$ cat config.mk
export PLATFORM = sky130hd
export DESIGN_NAME = fp_int_mul_serial_flat
export DESIGN_NICKNAME = d
export VERILOG_FILES = /design/src/rtl/fp_int_mul_serial_if.sv /design/src/rtl/fp_int_mul_serial.sv /design/src/flat_wrapper.sv
export SDC_FILE = /design/constraint.sdc
export NUM_CORES = 1
export LEC_CHECK = 0
export CELL_PAD_IN_SITES_DETAIL_PLACEMENT = 1
export CELL_PAD_IN_SITES_GLOBAL_PLACEMENT = 2
export CORE_AREA = 4 4 124 126
export DETAILED_ROUTE_END_ITERATION = 8
export DIE_AREA = 0 0 128 130
export PLACE_DENSITY_LB_ADDON = 0.1
export SLEW_MARGIN = 20
export SYNTH_ARGS = -nofsm -noshare
export SYNTH_HDL_FRONTEND = slang
export SYNTH_SLANG_ARGS = --single-unit
$ cat constraint.sdc
create_clock -name clk -period 4.75 [get_ports clk]
set_input_delay 0.475 -clock clk [delete_from_list [all_inputs] [get_ports clk]]
set_output_delay 0.475 -clock clk [all_outputs]
set_load 0.01 [all_outputs]
$ cat src/rtl/fp_int_mul_serial_if.sv
// Operand/result bundle for the bit-serial FP x INT multiplier.
// The master drives activation and weight bits; the slave returns the product and forwards inputs.
interface fp_int_mul_serial_if #(
    parameter int EXP_WIDTH  = 5,
    parameter int MAN_WIDTH  = 10,
    parameter int MAX_PREC   = 8,
    parameter int PREC_WIDTH = 4,
    parameter int ACT_WIDTH  = 1 + EXP_WIDTH + MAN_WIDTH,
    parameter int PROD_WIDTH = MAN_WIDTH + 1 + MAX_PREC
);
    logic [ACT_WIDTH-1:0]  act;
    logic                  w;
    logic                  in_valid;
    logic [PREC_WIDTH-1:0] precision;
    logic                  w_signed;

    logic                  out_valid;
    logic                  sign_out;
    logic [EXP_WIDTH-1:0]  exp_out;
    logic [PROD_WIDTH-1:0] mant_out;
    logic                  zero_out;
    logic                  busy;
    logic [ACT_WIDTH-1:0]  act_fwd;
    logic                  w_fwd;
    logic                  valid_fwd;

    modport master (
        output act, w, in_valid, precision, w_signed,
        input  out_valid, sign_out, exp_out, mant_out, zero_out, busy,
        input  act_fwd, w_fwd, valid_fwd
    );

    modport slave (
        input  act, w, in_valid, precision, w_signed,
        output out_valid, sign_out, exp_out, mant_out, zero_out, busy,
        output act_fwd, w_fwd, valid_fwd
    );
endinterface

$ cat src/rtl/fp_int_mul_serial.sv
// Bit-serial FP16 x INT-N multiplier: MSB-first weight bits build an exact, un-normalised
// product of the hidden-1 mantissa and the weight, with systolic forwarding of the inputs.
//
// state  | meaning
// S_IDLE | waiting for a first weight bit (a P == 1 operation completes here)
// S_ACC  | accumulating weight bits 2..P, holding while in_valid is low
module fp_int_mul_serial #(
    parameter int EXP_WIDTH  = 5,
    parameter int MAN_WIDTH  = 10,
    parameter int MAX_PREC   = 8,
    parameter int PREC_WIDTH = 4,
    parameter int ACT_WIDTH  = 1 + EXP_WIDTH + MAN_WIDTH,
    parameter int PROD_WIDTH = MAN_WIDTH + 1 + MAX_PREC
) (
    input  logic              clk,
    input  logic              rst,
    fp_int_mul_serial_if.slave bus
);
    localparam int ACC_WIDTH = PROD_WIDTH + 1;

    typedef enum logic {S_IDLE, S_ACC} state_t;

    state_t                       r_state;
    state_t                       w_state_nxt;
    logic signed [ACC_WIDTH-1:0]  r_acc;
    logic signed [ACC_WIDTH-1:0]  w_acc_nxt;
    logic [PREC_WIDTH-1:0]        r_cnt;
    logic [PREC_WIDTH-1:0]        w_cnt_nxt;
    logic [PREC_WIDTH-1:0]        r_prec;
    logic [PREC_WIDTH-1:0]        w_prec_eff;
    logic [MAN_WIDTH:0]           r_m;
    logic [MAN_WIDTH:0]           w_m_in;
    logic signed [ACC_WIDTH-1:0]  w_m_ext_in;
    logic signed [ACC_WIDTH-1:0]  w_m_ext_r;
    logic [EXP_WIDTH-1:0]         r_exp;
    logic                         r_sign;
    logic [EXP_WIDTH-1:0]         w_fin_exp;
    logic                         w_fin_sign;
    logic                         w_first;
    logic                         w_done;
    logic                         w_acc_neg;
    logic                         w_is_zero;
    logic [PROD_WIDTH-1:0]        w_mag;

    logic                         r_out_valid;
    logic                         r_sign_out;
    logic [EXP_WIDTH-1:0]         r_exp_out;
    logic [PROD_WIDTH-1:0]        r_mant_out;
    logic                         r_zero_out;
    logic [ACT_WIDTH-1:0]         r_act_fwd;
    logic                         r_w_fwd;
    logic                         r_valid_fwd;

    // Out-of-range precision codes (0 or above MAX_PREC) run at full width.
    assign w_prec_eff = (bus.precision >= PREC_WIDTH'(1) && bus.precision <= PREC_WIDTH'(MAX_PREC))
                        ? bus.precision : PREC_WIDTH'(MAX_PREC);
    assign w_m_in     = {1'b1, bus.act[MAN_WIDTH-1:0]};
    assign w_m_ext_in = {{MAX_PREC{1'b0}}, w_m_in};
    assign w_m_ext_r  = {{MAX_PREC{1'b0}}, r_m};
    assign w_first    = (r_state == S_IDLE) && bus.in_valid;

    always_ff @(posedge clk or negedge rst) begin
        if (!rst) begin
            r_state <= S_IDLE;
        end else begin
            r_state <= w_state_nxt;
        end
    end

    always_comb begin
        w_state_nxt = r_state;
        w_acc_nxt   = r_acc;
        w_cnt_nxt   = r_cnt;
        w_done      = 1'b0;
        w_fin_exp   = r_exp;
        w_fin_sign  = r_sign;
        case (r_state)
            S_IDLE: begin
                if (bus.in_valid) begin
                    w_fin_exp  = bus.act[ACT_WIDTH-2 -: EXP_WIDTH];
                    w_fin_sign = bus.act[ACT_WIDTH-1];
                    // The MSB of a two's-complement weight carries negative weight.
                    if (bus.w) begin
                        w_acc_nxt = bus.w_signed ? -w_m_ext_in : w_m_ext_in;
                    end else begin
                        w_acc_nxt = '0;
                    end
                    w_cnt_nxt = PREC_WIDTH'(1);
                    if (w_prec_eff == PREC_WIDTH'(1)) begin
                        w_done = 1'b1;
                    end else begin
                        w_state_nxt = S_ACC;
                    end
                end
            end
            S_ACC: begin
                if (bus.in_valid) begin
                    w_acc_nxt = (r_acc <<< 1) + (bus.w ? w_m_ext_r : '0);
                    w_cnt_nxt = r_cnt + PREC_WIDTH'(1);
                    if (w_cnt_nxt == r_prec) begin
                        w_done      = 1'b1;
                        w_state_nxt = S_IDLE;
                    end
                end
            end
            default: begin
                w_state_nxt = S_IDLE;
            end
        endcase
    end

    // Subnormal activations (exponent 0) are flushed to a zero product.
    assign w_acc_neg = w_acc_nxt[ACC_WIDTH-1];
    assign w_mag     = PROD_WIDTH'(w_acc_neg ? -w_acc_nxt : w_acc_nxt);
    assign w_is_zero = (w_acc_nxt == '0) || (w_fin_exp == '0);

    always_ff @(posedge clk or negedge rst) begin
        if (!rst) begin
            r_acc       <= '0;
            r_cnt       <= '0;
            r_prec      <= '0;
            r_m         <= '0;
            r_exp       <= '0;
            r_sign      <= 1'b0;
            r_out_valid <= 1'b0;
            r_sign_out  <= 1'b0;
            r_exp_out   <= '0;
            r_mant_out  <= '0;
            r_zero_out  <= 1'b0;
            r_act_fwd   <= '0;
            r_w_fwd     <= 1'b0;
            r_valid_fwd <= 1'b0;
        end else begin
            r_acc       <= w_acc_nxt;
            r_cnt       <= w_cnt_nxt;
            r_out_valid <= w_done;
            if (w_first) begin
                r_prec <= w_prec_eff;
                r_m    <= w_m_in;
                r_exp  <= bus.act[ACT_WIDTH-2 -: EXP_WIDTH];
                r_sign <= bus.act[ACT_WIDTH-1];
            end
            if (w_done) begin
                r_exp_out  <= w_fin_exp;
                r_zero_out <= w_is_zero;
                r_mant_out <= w_is_zero ? '0 : w_mag;
                r_sign_out <= w_is_zero ? 1'b0 : (w_fin_sign ^ w_acc_neg);
            end
            r_act_fwd   <= bus.act;
            r_w_fwd     <= bus.w;
            r_valid_fwd <= bus.in_valid;
        end
    end

    assign bus.out_valid = r_out_valid;
    assign bus.sign_out  = r_sign_out;
    assign bus.exp_out   = r_exp_out;
    assign bus.mant_out  = r_mant_out;
    assign bus.zero_out  = r_zero_out;
    assign bus.busy      = (r_state == S_ACC);
    assign bus.act_fwd   = r_act_fwd;
    assign bus.w_fwd     = r_w_fwd;
    assign bus.valid_fwd = r_valid_fwd;
endmodule

$ cat src/flat_wrapper.sv
// flat-port wrapper written by rule: the top's interface ports become plain ports
module fp_int_mul_serial_flat 
#(
    parameter int EXP_WIDTH  = 5,
    parameter int MAN_WIDTH  = 10,
    parameter int MAX_PREC   = 8,
    parameter int PREC_WIDTH = 4,
    parameter int ACT_WIDTH  = 1 + EXP_WIDTH + MAN_WIDTH,
    parameter int PROD_WIDTH = MAN_WIDTH + 1 + MAX_PREC
)
  (clk, rst, bus_act, bus_w, bus_in_valid, bus_precision, bus_w_signed, bus_out_valid, bus_sign_out, bus_exp_out, bus_mant_out, bus_zero_out, bus_busy, bus_act_fwd, bus_w_fwd, bus_valid_fwd);
  fp_int_mul_serial_if #(.EXP_WIDTH(EXP_WIDTH), .MAN_WIDTH(MAN_WIDTH), .MAX_PREC(MAX_PREC), .PREC_WIDTH(PREC_WIDTH), .ACT_WIDTH(ACT_WIDTH), .PROD_WIDTH(PROD_WIDTH)) bus_i ();
  input  logic clk;
  input  logic rst;
  input wire logic [$bits(bus_i.act)-1:0] bus_act;
  input wire logic [$bits(bus_i.w)-1:0] bus_w;
  input wire logic [$bits(bus_i.in_valid)-1:0] bus_in_valid;
  input wire logic [$bits(bus_i.precision)-1:0] bus_precision;
  input wire logic [$bits(bus_i.w_signed)-1:0] bus_w_signed;
  output wire logic [$bits(bus_i.out_valid)-1:0] bus_out_valid;
  output wire logic [$bits(bus_i.sign_out)-1:0] bus_sign_out;
  output wire logic [$bits(bus_i.exp_out)-1:0] bus_exp_out;
  output wire logic [$bits(bus_i.mant_out)-1:0] bus_mant_out;
  output wire logic [$bits(bus_i.zero_out)-1:0] bus_zero_out;
  output wire logic [$bits(bus_i.busy)-1:0] bus_busy;
  output wire logic [$bits(bus_i.act_fwd)-1:0] bus_act_fwd;
  output wire logic [$bits(bus_i.w_fwd)-1:0] bus_w_fwd;
  output wire logic [$bits(bus_i.valid_fwd)-1:0] bus_valid_fwd;
  assign bus_i.act = bus_act;
  assign bus_i.w = bus_w;
  assign bus_i.in_valid = bus_in_valid;
  assign bus_i.precision = bus_precision;
  assign bus_i.w_signed = bus_w_signed;
  assign bus_out_valid = bus_i.out_valid;
  assign bus_sign_out = bus_i.sign_out;
  assign bus_exp_out = bus_i.exp_out;
  assign bus_mant_out = bus_i.mant_out;
  assign bus_zero_out = bus_i.zero_out;
  assign bus_busy = bus_i.busy;
  assign bus_act_fwd = bus_i.act_fwd;
  assign bus_w_fwd = bus_i.w_fwd;
  assign bus_valid_fwd = bus_i.valid_fwd;
  fp_int_mul_serial #(.EXP_WIDTH(EXP_WIDTH), .MAN_WIDTH(MAN_WIDTH), .MAX_PREC(MAX_PREC), .PREC_WIDTH(PREC_WIDTH), .ACT_WIDTH(ACT_WIDTH), .PROD_WIDTH(PROD_WIDTH)) u_core (.clk(clk), .rst(rst), .bus(bus_i));
endmodule
==> impl_metrics.py <==
metrics = {
    "logic_synthesis": {
        "ys_ff_latch": 91,
        "syn_area_um2": 4750,
        "yosysTopAreaCellShare_pct": 47.9,
        "synth.largest_area_cell": "dfrtp_1",
        "synthCells": 474,
        "synth_area_leaders": "dfrtp_1 48%, nand2_1 5.4%, xnor2_1 3.7%, a22o_1 3.5%, xor2_1 3.5%",
        "yosysWarningCount": 0,
        "synth_ff_type": "dfrtp_1",
        "ys_seq_area_share_pct": 47.9,
        "async_reset_ff_share_pct": 100,
        "syn-num-nets": 513,
        "synth_cell_types": 63,
        "synth_edf_count": 0,
        "syn_area_per_cell_um2": 10.0,
    },
    "timing": {
        "worstMarginPinSlew_ns": 0.734,
        "min_period_over_period_pct": 88.4,
        "hold_viol_final": 0,
        "max_slew_margin_pct": 51.0,
        "rsz0062_at_grt": "false",
        "finalClockSkew_ns": 0.0107,
        "fin_crit_ns": 4.20,
        "clock.fmax_mhz": 238,
        "setup_tns_ns": 0,
        "slew_violations": 0,
        "setup_violations": 0,
    },
    "floorplan": {
        "core_um2": 14300,
        "fp.dieArea_um2": 16600,
        "die_y_um": 130,
        "floorplan.initialDensity_pct": 33.2,
        "fp.dieW_um": 128,
        "ios": 71,
        "rows": 44,
    },
    "clocking": {
        "cts_made_buffers": 9,
        "path_clk_slew_ns": 0.07,
        "clock_path_buffers": 2,
        "clk_latency_ns": 0.35,
        "cts_root_buffer": "clkbuf_16",
        "holdBufCountCts": 0,
        "cts_htree_levels": 3,
        "cts_tree": "done",
        "cts_setup_buffers": 0,
        "clkSinkCount": 91,
        "cts_resized": 0,
    },
    "grt": {
        "grt_remaining_overflow": 0,
        "grt_max_degree": 55,
        "antenna_found_initial": 0,
        "grt_pass1_wl_um": 22500,
        "grt_use_total_pct": 17.2,
        "grt_pass1_vias": 4127,
    },
    "route": {
        "routed_wl_um": 13600,
        "drcViolationCount": 0,
        "vias_per_cell": 5.15,
        "wl_per_cell_um": 18.4,
        "ant_nets": 0,
        "drtIter0Drc": 165,
        "routed-via-count": 3804,
        "first_pass_iters": 4,
    },
    "finish": {
        "multi_input_area_um2": 2310,
        "final_nets": 590,
        "stdcell_area_um2": 5990,
        "fin_cells": 739,
        "fillers": 1619,
        "regArea_um2": 2280,
        "area_growth_pct": 26.0,
        "n_antenna_cell": 0,
        "layout-drive-gt1-share_pct": 9.19,
    },
    "placement": {
        "gp_congestion": 0.859,
        "hpwl_um": 10100,
        "port_buffers": 70,
        "placed_area_um2": 5710,
        "dp_cells": 724,
    },
    "critical_path": {
        "max_stage_delay_ns": 0.51,
        "cp-start-kind": "primary input",
        "cp_max_fo": 19,
        "required_ns": 5.04,
        "crit_path_cell_trace": "clkdlybuf4s50_1 > and2_1 > ha_1 > inv_1 > fa_1 > nand2b_1 > a2111oi_1 > a211oi_2 > or3_1 > a31oi_2 > nor4_1 > and4_1 > a31oi_4 > a22o_1",
        "cp_slowest_cell": "a31oi_4",
        "crit_family": "compound AO/OA/AOI/OAI gates",
        "crit_buf_inv": 2,
        "crit_path_end_kind": "flip-flop",
        "arrival_ns": 4.49,
        "path_class": "in -> reg",
    },
    "hold_path": {
        "min_path_type": "in -> async",
    },
    "power_and_ir_drop": {
        "leakagePower_nw": 2.56,
        "powerDensity_nw_per_um2": 655,
        "irDropWorstVdd_mv": 0.203,
    },
    "run_status": {
        "status": "completed",
    },
    "job": {
        "cap_violations": 0,
    },
}
-- sequential cells by signal (all words and copies together) (netlist names) --
signal                flops
u_core.bus.zero_out       1
u_core.r_exp              5
u_core.bus.mant_out      19
u_core.bus.valid_fwd      1
u_core.r_m               11
u_core.r_prec             4
u_core.r_cnt              4
u_core.r_acc             20
u_core.bus.exp_out        5
u_core.bus.w_fwd          1
u_core.bus.sign_out       1
u_core.bus.busy           1
u_core.bus.act_fwd       16
u_core.r_sign             1
u_core.bus.out_valid      1
-- layout by cell type (no fill, tap or decap), types with 9 or more instances in the layout --
| cell | netlist | routed |
|---|---|---|
| xnor2_1 | 20 | 20 |
| dfrtp_1 | 91 | 91 |
| o21ai_0 | 18 | 18 |
| a22o_1 | 19 | 19 |
| nand2_1 | 69 | 69 |
| nor2_1 | 28 | 28 |
| a21oi_1 | 19 | 18 |
| and2_1 | 12 | 12 |
| xor2_1 | 19 | 19 |
| ha_1 | 13 | 13 |
| clkbuf_16 | 0 | 9 |
| buf_4 | 0 | 16 |
| clkdlybuf4s50_1 | 0 | 69 |
| inv_1 | 21 | 21 |
-- metrics by stage --
stage | hold WS, ns | util (%) | worst slack [ns] | power (mW)
after global routing | 0.242 | 41.9 | 0.330 | 4.26
after floorplan | 0.179 | - | 0.977 | 2.54
after detailed placement | 0.472 | 39.9 | 0.228 | 3.28
final | 0.165 | 41.9 | 0.550 | 3.92
after CTS | 0.213 | 41.9 | 0.575 | 3.99
after global placement | 0.462 | 39.9 | 0.389 | 3.24
-- synth_stat cells (all sizes together), types with 3 or more instances --
cell type	number
a221oi	3
a31oi	11
mux2	6
buf	8
ha	13
a21o	4
nand3	7
clkbuf	11
a22o	19
o211ai	5
nor2b	3
nor4	4
inv	22
nand4	3
nor2	28
or3	6
nand2b	8
and2	12
a211oi	4
nand2	69
mux2i	4
a21oi	19
dfrtp	91
o21ai	24
o221ai	7
nor3	9
xnor2	20
nor4b	3
xor2	19
-- cells by family (layout without fill, tap and decap cells) --
kind of cell               Yosys count  after routing  share of synthesized area [%]
DFF                                 91             91                           47.9
and+or+nand+nor                    163            163                           17.3
adders and majority gates           14             14                           3.84
xor gates and xnor gates            39             39                           7.18
buffers and inverters               41            122                           3.53
AOI/OAI and AO/OA                  116            116                           18.0
muxes                               10             10                           2.26
-- power breakdown --
| part | internal [mW] | switching (mW) | total [mW] |
|---|---|---|---|
| sequential | 1.07 | 0.221 | 1.29 |
| clock | 0.358 | 0.329 | 0.687 |
| combinational | 0.895 | 1.05 | 1.95 |
| total | 2.32 | 1.60 | 3.92 |
-- layout make-up --
class                      instances  share of cell area, %
clock buffer                       9                   3.76
sequential                        91                   38.0
inverter                          22                   1.38
clock inverter                     6                  0.856
timing repair buffer              85                   13.5
tap                              184                   3.84
multi-input combinational        342                   38.6
-- routing by layer --
| layer | track usage [%] | vias to the layer above | part of all wire [%] |
|---|---|---|---|
| met5 | 0 | - | 0 |
| met2 | 28.6 | 54 | 50 |
| met4 | 7.12 | 0 | 2.3 |
| li1 | - | 1839 | - |
| met3 | 2.70 | 22 | 2.7 |
| met1 | 22.5 | 1889 | 45 |
-- final timing paths --
path	start	end	slack (ns)	cells past startpoint
max	bus_w	u_core.bus.mant_out[11]	0.55	14
min	rst	u_core.bus.act_fwd[8]	0.17	1
max reg2reg	u_core.r_m[1]	u_core.bus.mant_out[11]	0.75	13
min reg2reg	u_core.r_m[4]	u_core.r_m[4]	0.48	2
max in group asynchronous	rst	u_core.bus.mant_out[0]	3.60	2
min in group clk	u_core.r_m[4]	u_core.r_m[4]	0.48	2
Power figures use the tool's default switching activity.
